===== src/rtl/ofdm_pkg.sv =====
// Shared OFDM constants: default generator parameters, preamble FSM state
// encoding and the 802.11a short training symbol tables.
//   STS_I/STS_Q : 16-entry time-domain short training symbol, scaled by 8192
//                 and rounded, two's complement on STS_TBL_W bits.
package ofdm_pkg;

    localparam int unsigned DEF_IQ_WIDTH   = 16;
    localparam int unsigned DEF_STS_LENGTH = 16;
    localparam int unsigned DEF_NUM_REPS   = 10;

    localparam int unsigned STS_TBL_LEN = 16;
    localparam int unsigned STS_TBL_W   = 16;
    localparam int unsigned STS_ADDR_W  = 4;

    typedef enum logic [1:0] {
        IDLE   = 2'd0,
        EMIT   = 2'd1,
        FINISH = 2'd2
    } sts_state_e;

    // In-phase component of one short training symbol period.
    localparam logic signed [STS_TBL_W-1:0] STS_I [STS_TBL_LEN] = '{
          16'sd377, -16'sd1081,  -16'sd106,  16'sd1171,
          16'sd754,  16'sd1171,  -16'sd106, -16'sd1081,
          16'sd377,    16'sd16,  -16'sd647,  -16'sd106,
            16'sd0,  -16'sd106,  -16'sd647,    16'sd16
    };

    // Quadrature component of one short training symbol period.
    localparam logic signed [STS_TBL_W-1:0] STS_Q [STS_TBL_LEN] = '{
          16'sd377,    16'sd16,  -16'sd647,  -16'sd106,
            16'sd0,  -16'sd106,  -16'sd647,    16'sd16,
          16'sd377, -16'sd1081,  -16'sd106,  16'sd1171,
          16'sd754,  16'sd1171,  -16'sd106, -16'sd1081
    };

endpackage


===== src/rtl/short_preamble_gen_sts_rom.sv =====
// sts_rom: registered short-training-symbol lookup.
// Ports:
//   CLK   - clock
//   s_RST - synchronous active-high reset
//   zero  - force the registered outputs to zero on the next edge
//   addr  - table index (sample within the symbol period)
//   a_i   - registered in-phase sample
//   a_q   - registered quadrature sample
module sts_rom
    import ofdm_pkg::*;
#(
    parameter int unsigned I_Q_Width = DEF_IQ_WIDTH
) (
    input  logic                  CLK,
    input  logic                  s_RST,
    input  logic                  zero,
    input  logic [STS_ADDR_W-1:0] addr,
    output logic [I_Q_Width-1:0]  a_i,
    output logic [I_Q_Width-1:0]  a_q
);

    // Table entries are signed, so the width cast sign-extends.
    always_ff @(posedge CLK) begin
        if (s_RST || zero) begin
            a_i <= '0;
            a_q <= '0;
        end else begin
            a_i <= I_Q_Width'(STS_I[addr]);
            a_q <= I_Q_Width'(STS_Q[addr]);
        end
    end

endmodule


===== src/rtl/short_preamble_gen.sv =====
// short_preamble_gen: emits one 802.11a short preamble burst per start request
// (NUM_REPS repetitions of an STS_LENGTH-sample symbol) with ready/strobe
// handshaking.
// Ports:
//   CLK, s_RST       - clock, synchronous active-high reset
//   enable           - low clears the block like s_RST
//   start            - single-cycle burst request (ignored unless idle)
//   out_ready        - downstream accepts the current sample
//   a_i, a_q         - signed I/Q sample
//   output_strobe    - a_i/a_q valid
//   sym_start        - first sample of each symbol period
//   busy             - burst in progress (EMIT or FINISH)
//   done             - one-cycle pulse after the final transfer
module short_preamble_gen
    import ofdm_pkg::*;
#(
    parameter int unsigned I_Q_Width  = DEF_IQ_WIDTH,
    parameter int unsigned STS_LENGTH = DEF_STS_LENGTH,
    parameter int unsigned NUM_REPS   = DEF_NUM_REPS
) (
    input  logic                 CLK,
    input  logic                 s_RST,
    input  logic                 enable,
    input  logic                 start,
    input  logic                 out_ready,
    output logic [I_Q_Width-1:0] a_i,
    output logic [I_Q_Width-1:0] a_q,
    output logic                 output_strobe,
    output logic                 sym_start,
    output logic                 busy,
    output logic                 done
);

    localparam int unsigned SAMP_W = (STS_LENGTH > 1) ? $clog2(STS_LENGTH) : 1;
    localparam int unsigned REP_W  = $clog2(NUM_REPS) + 1;
    localparam logic [SAMP_W-1:0] SAMP_LAST = SAMP_W'(STS_LENGTH - 1);
    localparam logic [REP_W-1:0]  REP_LAST  = REP_W'(NUM_REPS - 1);

    sts_state_e        state, state_nxt;
    logic [SAMP_W-1:0] samp_cnt, samp_nxt;
    logic [REP_W-1:0]  rep_cnt, rep_nxt;
    logic              clear;
    logic              rom_zero;
    logic [STS_ADDR_W-1:0] rom_addr;

    assign clear = s_RST || !enable;

    // Next-state and counter logic; a transfer is EMIT with out_ready high.
    always_comb begin
        state_nxt = state;
        samp_nxt  = samp_cnt;
        rep_nxt   = rep_cnt;
        if (clear) begin
            state_nxt = IDLE;
            samp_nxt  = '0;
            rep_nxt   = '0;
        end else begin
            case (state)
                IDLE: begin
                    if (start) begin
                        state_nxt = EMIT;
                        samp_nxt  = '0;
                        rep_nxt   = '0;
                    end
                end
                EMIT: begin
                    if (out_ready) begin
                        if (samp_cnt == SAMP_LAST) begin
                            samp_nxt = '0;
                            if (rep_cnt == REP_LAST) begin
                                state_nxt = FINISH;
                                rep_nxt   = '0;
                            end else begin
                                rep_nxt = rep_cnt + REP_W'(1);
                            end
                        end else begin
                            samp_nxt = samp_cnt + SAMP_W'(1);
                        end
                    end
                end
                FINISH: begin
                    state_nxt = IDLE;
                end
                default: begin
                    state_nxt = IDLE;
                    samp_nxt  = '0;
                    rep_nxt   = '0;
                end
            endcase
        end
    end

    // The ROM is addressed with the next sample index so its registered
    // output lines up with samp_cnt; outside EMIT it is forced to zero.
    assign rom_addr = STS_ADDR_W'(samp_nxt);
    assign rom_zero = (state_nxt != EMIT);

    // State, counters and registered status outputs.
    always_ff @(posedge CLK) begin
        if (s_RST) begin
            state         <= IDLE;
            samp_cnt      <= '0;
            rep_cnt       <= '0;
            output_strobe <= 1'b0;
            sym_start     <= 1'b0;
            busy          <= 1'b0;
            done          <= 1'b0;
        end else begin
            state         <= state_nxt;
            samp_cnt      <= samp_nxt;
            rep_cnt       <= rep_nxt;
            output_strobe <= (state_nxt == EMIT);
            sym_start     <= (state_nxt == EMIT) && (samp_nxt == '0);
            busy          <= (state_nxt != IDLE);
            done          <= (state_nxt == FINISH);
        end
    end

    sts_rom #(
        .I_Q_Width(I_Q_Width)
    ) u_sts_rom (
        .CLK  (CLK),
        .s_RST(s_RST),
        .zero (rom_zero),
        .addr (rom_addr),
        .a_i  (a_i),
        .a_q  (a_q)
    );

endmodule

===== config.mk =====
export PLATFORM = sky130hd
export DESIGN_NAME = short_preamble_gen
export DESIGN_NICKNAME = d
export VERILOG_FILES = /design/src/rtl/ofdm_pkg.sv /design/src/rtl/short_preamble_gen_sts_rom.sv /design/src/rtl/short_preamble_gen.sv
export SDC_FILE = /design/constraint.sdc
export NUM_CORES = 1
export LEC_CHECK = 0
export BUFFER_PORTS_ARGS = -buffer_cell sky130_fd_sc_hd__buf_2
export CAP_MARGIN = 10
export CORE_MARGIN = 2
export CORE_UTILIZATION = 48
export CTS_CLUSTER_SIZE = 8
export DETAILED_ROUTE_END_ITERATION = 8
export PLACE_DENSITY_LB_ADDON = 0.12
export SETUP_SLACK_MARGIN = 0.5
export SYNTH_ARGS = -nofsm -noshare
export SYNTH_HDL_FRONTEND = slang
export SYNTH_SLANG_ARGS = --single-unit
export TNS_END_PERCENT = 10

===== constraint.sdc =====
create_clock -name CLK -period 2.4 [get_ports CLK]
set_input_delay 0 -clock CLK [delete_from_list [all_inputs] [get_ports CLK]]
set_output_delay 0 -clock CLK [all_outputs]
set_load 0.02 [all_outputs]

Yosys cells after proc, flatten, opt, wreduce, memory -nomap -nowiden. Memories as Yosys holds them, arrays and structs flattened. A register that Yosys moved wholly into a read port is not among the register bits. Index checks and enable logic that the tools add are counted.

Register bits after elaboration: 15. Bits in read-only memories: 512. Input port bits: 5. Logic and storage cells: 48. Memories: 2.

Memory list: (no name shown) (depth 16, bits a word 16, read ports 1, clocked after memory_dff 1, write ports 0, line short_preamble_gen_sts_rom.sv:28) `a_i <= I_Q_Width'(STS_I[addr]);`; (no name shown) (depth 16, bits a word 16, read ports 1, clocked after memory_dff 1, write ports 0, line short_preamble_gen_sts_rom.sv:29) `a_q <= I_Q_Width'(STS_Q[addr]);`.

$add $sub $neg: 2. Equal/unequal tests: 10. Muxes and demuxes: 16. Bitwise logic cells: 2. Reduce and logical (&&, ||, !) cells: 9.

Operator list (number): $mux 5 (4); $mux 4 (4); $pmux 5 s3 (1); $pmux 4 s3 (1); $mux 2 (5); $ne 2x2->1 const B (3); $add 5x1->5 const B (1); $eq 5x4->1 const B (1); $not 4->5 (1); $add 4x1->4 const B (1); $eq 2x1->1 const B (2); $eq 2x2->1 const B (2); $eq 4x4->1 const B (1); $logic_not 4->1 (1); $pmux 2 s2 (1); $reduce_and 4->1 (1); $logic_not 2->1 (1); $logic_or 1x1->1 (2); $ne 2x1->1 const B (1); $reduce_bool 2->1 (1); $reduce_or 2->1 (1); $logic_and 1x1->1 (1); $logic_not 1->1 (1); $not 1->1 (1).

Depth between registers and ports, before layout.
Word-level depth: 8. Mapped depth: 10. Mapped depth without buffers: 10.

By module. From an unflattened synthesis, not the netlist that was laid out.

Cells, all modules: 200. Area total of the unflattened synthesis: 1879.3 µm².

By module, submodules not included: sts_rom (times used 1, cells an instance 118, area each 1076.0 µm²); short_preamble_gen (times used 1, cells an instance 82, area each 803.3 µm²).

Worst setup path after synthesis. No wires, ideal clock.

Kind: reg2reg. From: reg samp_cnt[0]. To: reg u_sts_rom.a_i[2]. Setup time: 0.086 ns. Arrival: 2.240 ns. Required time: 2.314 ns. Setup slack: 0.074 ns. Stages on the path, launching flop included: 11. Buffers on the path: 0. Clock period less this slack: 2.326 ns. Path through: dfxtp_1 > ha_1 > nand4_1 > a32o_1 > nor2b_1 > inv_1 > ha_1 > inv_1 > a21oi_1 > nor3_1 > a211oi_1.

Elaborated cells between the ends (all ways): 14.

RTL lines: from (decl) (line short_preamble_gen.sv:40) `logic [SAMP_W-1:0] samp_cnt, samp_nxt;`; from (signal assigned) (line short_preamble_gen.sv:110) `samp_cnt <= samp_nxt;`; $add 4x1->4 / $eq 4x4->1 (equally long branches) (line short_preamble_gen.sv:77, short_preamble_gen.sv:68); $mux 4 (line short_preamble_gen.sv:68) `if (samp_cnt == SAMP_LAST) begin`; $mux 4 (line short_preamble_gen.sv:67) `if (out_ready) begin`; $pmux 4 s3 * (line short_preamble_gen.sv:58) `case (state)`; $mux 4 * (line short_preamble_gen.sv:53) `if (clear) begin`; via rom_addr[0] (line short_preamble_gen.sv:44) `logic [STS_ADDR_W-1:0] rom_addr;`; $not 4->5 (implied by the code) * (line short_preamble_gen_sts_rom.sv:28); to (decl) (line short_preamble_gen_sts_rom.sv:18) `output logic [I_Q_Width-1:0] a_i,`.

Mark *: on every way through the listed nets, which the timed path passes. The rest lies on a longest branch. A chain may end at the register's enable or synchronous reset.

Final worst setup path.
From: reg samp_cnt[0]. To: reg u_sts_rom.a_i[6].

Elaborated cells between the ends (all ways): 14.

RTL lines (line): $add 4x1->4 / $eq 4x4->1 (equally long branches) (short_preamble_gen.sv:77, short_preamble_gen.sv:68); $mux 4 * (short_preamble_gen.sv:68); $mux 4 * (short_preamble_gen.sv:67); $pmux 4 s3 * (short_preamble_gen.sv:58); $mux 4 * (short_preamble_gen.sv:53); via rom_addr[1] (short_preamble_gen.sv:44); $not 4->5 (implied by the code) * (short_preamble_gen_sts_rom.sv:28).

Marked as above.

==> summary.md <==
| Metric | Value |
|---|---|
| WP data required | 2.63 ns |
| Startpoint types | flip-flop |
| Hpwl dp | 2.885 mm |
| Min Clock Period, post-route | 2.077 ns |
| Drc violations | 0 |
| Ys Warns | 0 |
| CTS Buf Count | 5 |
| CTS max path bufs | 2 |
| Area growth syn-to-layout | 30.89% |
| Worst-Skew Late Latency | 0.29 ns |
| Power Density | 520.7 mW/mm^2 |
| Vias in the first global route | 1,429 |
| Hold Path Stages | 3 |
| Clock Tree Root | clkbuf_8 |
| Share of cells above drive strength 1 | 44.03% |
| Hold Crit Start | enable |
| Htree depth | 2 |
| Status | complete, no violations |
| ANT nets after route | 0 |
| Vias | 1,591 |
| Clk_skew | 0.003363 ns |
| Row count | 22 |
| Setup CP Type | reg -> reg |
| DRT Wirelength | 4.127 mm |
| Reg2reg setup slack | 0.32 ns |
| Reg2Reg Launch Point | samp_cnt[0]$_SDFF_PP0_ |
| R2r endpoint | u_sts_rom.a_i[6]$_SDFF_PP0_ |
| Post-DR wirelength/cell | 14.18 um |
| RSZ-0062 raised after global routing | yes |
| First-pass GRT wire length | 6.520 mm |
| Pleak | 1.034 nW |
| Worst VDD drop | 0.0002472 V |
| Drt first-iter violations | 68 |
| Finished Layout Cells | 291 |
| Commonest cells after routing, fill and taps aside | 40 x buf_2, 30 x dfxtp_1, 18 x buf_4, 17 x nor2_1 |
| Setup TNS | 0 ns |
| Placed Cells | 268 |
| Congestion Overflow GR | 0 |
| I/O pin cnt | 41 |
| Worst r2r path cells | 10 |
| Pins Over Slew Limit | 0 |
| DR pass1 iterations | 4 |
| GP Congestion | 0.8440 |
| Final Total Pwr | 1.234 mW |
| Initial Util | 49.83% |
| Commonest non-fill, non-tap cell in the layout | buf_2 |
| Crit path DAT | 2.30 ns |
| Core area | 0.003633 sq mm |
| Hold crit path type | in -> reg |
| Mean Syn Cell Area | 9.332 sq um |
| Total clock sinks | 36 |
| Crit-path max FO | 5 |
| Fmax achieved | 481.5 MHz |
| Period utilization | 86.54% |
| Slew @ Worst Pin | 0.5453 ns |
| Synth Instances | 194 |
| N_diodes | 0 |
| Die W | 65.42 um |
| CTS tree | yes |
| Distinct cells, synth | 52 |
| NumNets Final | 258 |
| Largest net degree at the start of global routing | 23 |
| Kind of end point of the critical path | flip-flop |
| Number of buffers added on ports | 40 |
| Initial antenna violation count | 0 |
| Worst-path clk slew | 0.07 ns |
| Hold path endpoint | state[1]$_SDFF_PP0_ |
| Final hold violation count | 0 |
| Number of synthesized register bits | 36 |
| Slew Limit Headroom | 63.49% |
| Max cap viols | 0 |
| Vias per cell | 5.467 |
| Overall routing resource usage | 20.00% |
| Syn_nets | 210 |
| Mapped Area | 0.001810 sq mm |
| Final setup vio count | 0 |
| Die area | 0.004279 sq mm |
| Die Y | 65.42 um |
| Sequential fraction of the synthesis area | 39.81% |
## cells by family after synthesis
family	share of synthesized area, %
XOR/XNOR	1.935
multiplexers	1.728
flip-flops	39.81
adder cells (fa/ha/maj)	7.602
AO/OA/AOI/OAI	20.39
AND/OR/NAND/NOR	18.80
buffers and inverters	9.744
## worst max-delay path: stages (launching register included)
cell     delay [ns]
dfxtp_4        0.35
ha_4           0.22
mux2_4         0.26
a32oi_4        0.21
nor2_4         0.09
inv_4          0.09
ha_4           0.21
inv_4          0.07
nor3_4         0.05
or3_1          0.31
a21oi_1        0.12
## metrics by stage
stage	worst slack, ns	area (sq um)	util (%)	hold WS [ns]
6_report	0.3230	2370	65.22	0.01565
5_1_grt	0.2046	2370	65.22	0.06800
4_1_cts	0.2941	2253	62.02	0.01121
3_5_place_dp	0.1711	2046	56.30	0.3299
3_3_place_gp	0.2231	2046	56.30	0.3175
2_1_floorplan	0.3417	1893	-	0.1913
## area by class of cell
type | count | area, sq um
clock buffer | 5 | 68.82
tap | 48 | 60.06
clock inverter | 3 | 41.29
multi-input combinational | 131 | 1074
fill | 322 | 1264
sequential | 36 | 735.7
inverter | 9 | 43.79
timing repair buffer | 59 | 346.6
## worst max-delay path by stage
stage                                 from                      endpoint  depth (start not counted)
finish              samp_cnt[0]$_SDFF_PP0_   u_sts_rom.a_i[6]$_SDFF_PP0_                         10
global route           state[1]$_SDFF_PP0_  u_sts_rom.a_q[14]$_SDFF_PP0_                         10
CTS                 samp_cnt[0]$_SDFF_PP0_   u_sts_rom.a_i[6]$_SDFF_PP0_                         10
detailed placement     state[0]$_SDFF_PP0_   u_sts_rom.a_q[6]$_SDFF_PP0_                         10
global placement       state[0]$_SDFF_PP0_   u_sts_rom.a_q[6]$_SDFF_PP0_                         10
floorplan           samp_cnt[0]$_SDFF_PP0_   u_sts_rom.a_i[6]$_SDFF_PP0_                         10
## cell usage after synthesis (all sizes together)
library cell | number | area share, %
ha | 11 | 7.6
or3 | 2 | 0.69
a21oi | 10 | 2.8
o31ai | 2 | 0.83
nand4bb | 1 | 0.62
nand3 | 4 | 1.1
and3 | 1 | 0.35
nor4 | 3 | 1.4
a32oi | 1 | 0.90
and4b | 1 | 0.55
o21ai | 7 | 1.9
or2 | 1 | 0.35
and2 | 1 | 0.35
inv | 9 | 2.1
nand2 | 10 | 2.2
mux2 | 1 | 0.62
a32o | 1 | 0.55
and2b | 1 | 0.41
buf | 18 | 7.6
o21a | 2 | 0.83
o22ai | 2 | 0.69
dfxtp | 36 | 40
o221a | 1 | 0.62
nand4 | 5 | 1.7
o221ai | 1 | 0.83
a21boi | 3 | 1.2
o311a | 1 | 0.55
xnor2 | 1 | 0.48
a2111o | 1 | 0.62
mux2i | 2 | 1.1
nor2b | 5 | 1.7
o211a | 1 | 0.55
a31oi | 4 | 1.4
nor3 | 6 | 1.9
a211oi | 7 | 3.5
a22oi | 1 | 0.41
o211ai | 3 | 1.2
nor2 | 19 | 3.9
xor2 | 3 | 1.5
a41oi | 1 | 0.48
a31o | 1 | 0.48
nand2b | 3 | 1.5
## registers in the layout, summed over array words and instances (netlist names)
register	cells
u_sts_rom.a_q	11
u_sts_rom.a_i	10
rep_cnt	5
samp_cnt	4
state	2
busy	1
done	1
output_strobe	1
sym_start	1
## what timing repair did
item	in CTS	in global routing
setup buffers	11	4
gates cloned	0	0
endpoints found under the setup margin	22	22
pin swaps	5	5
hold buffers	0	0
resized for setup	6	19
## per-layer routing
layer / wire, um / GRT usage [%] / up-vias / share of wire (%)
li1: - / - / 788 / -
met1: 1812 / 24.41 / 751 / 44
met2: 2028 / 33.29 / 46 / 49
met3: 231 / 5.822 / 6 / 5.6
met4: 55 / 7.552 / 0 / 1.3
met5: 0 / 0 / - / 0
## power breakdown
group / internal, mW / switching (mW) / total [mW] / leakage [nW]
clock network: 0.308 / 0.213 / 0.521 / 0.0585
registers: 0.609 / 0.00738 / 0.617 / 0.297
logic: 0.0366 / 0.0598 / 0.0964 / 0.679
total: 0.954 / 0.280 / 1.23 / 1.03
(Power assumes the default switching activity.)
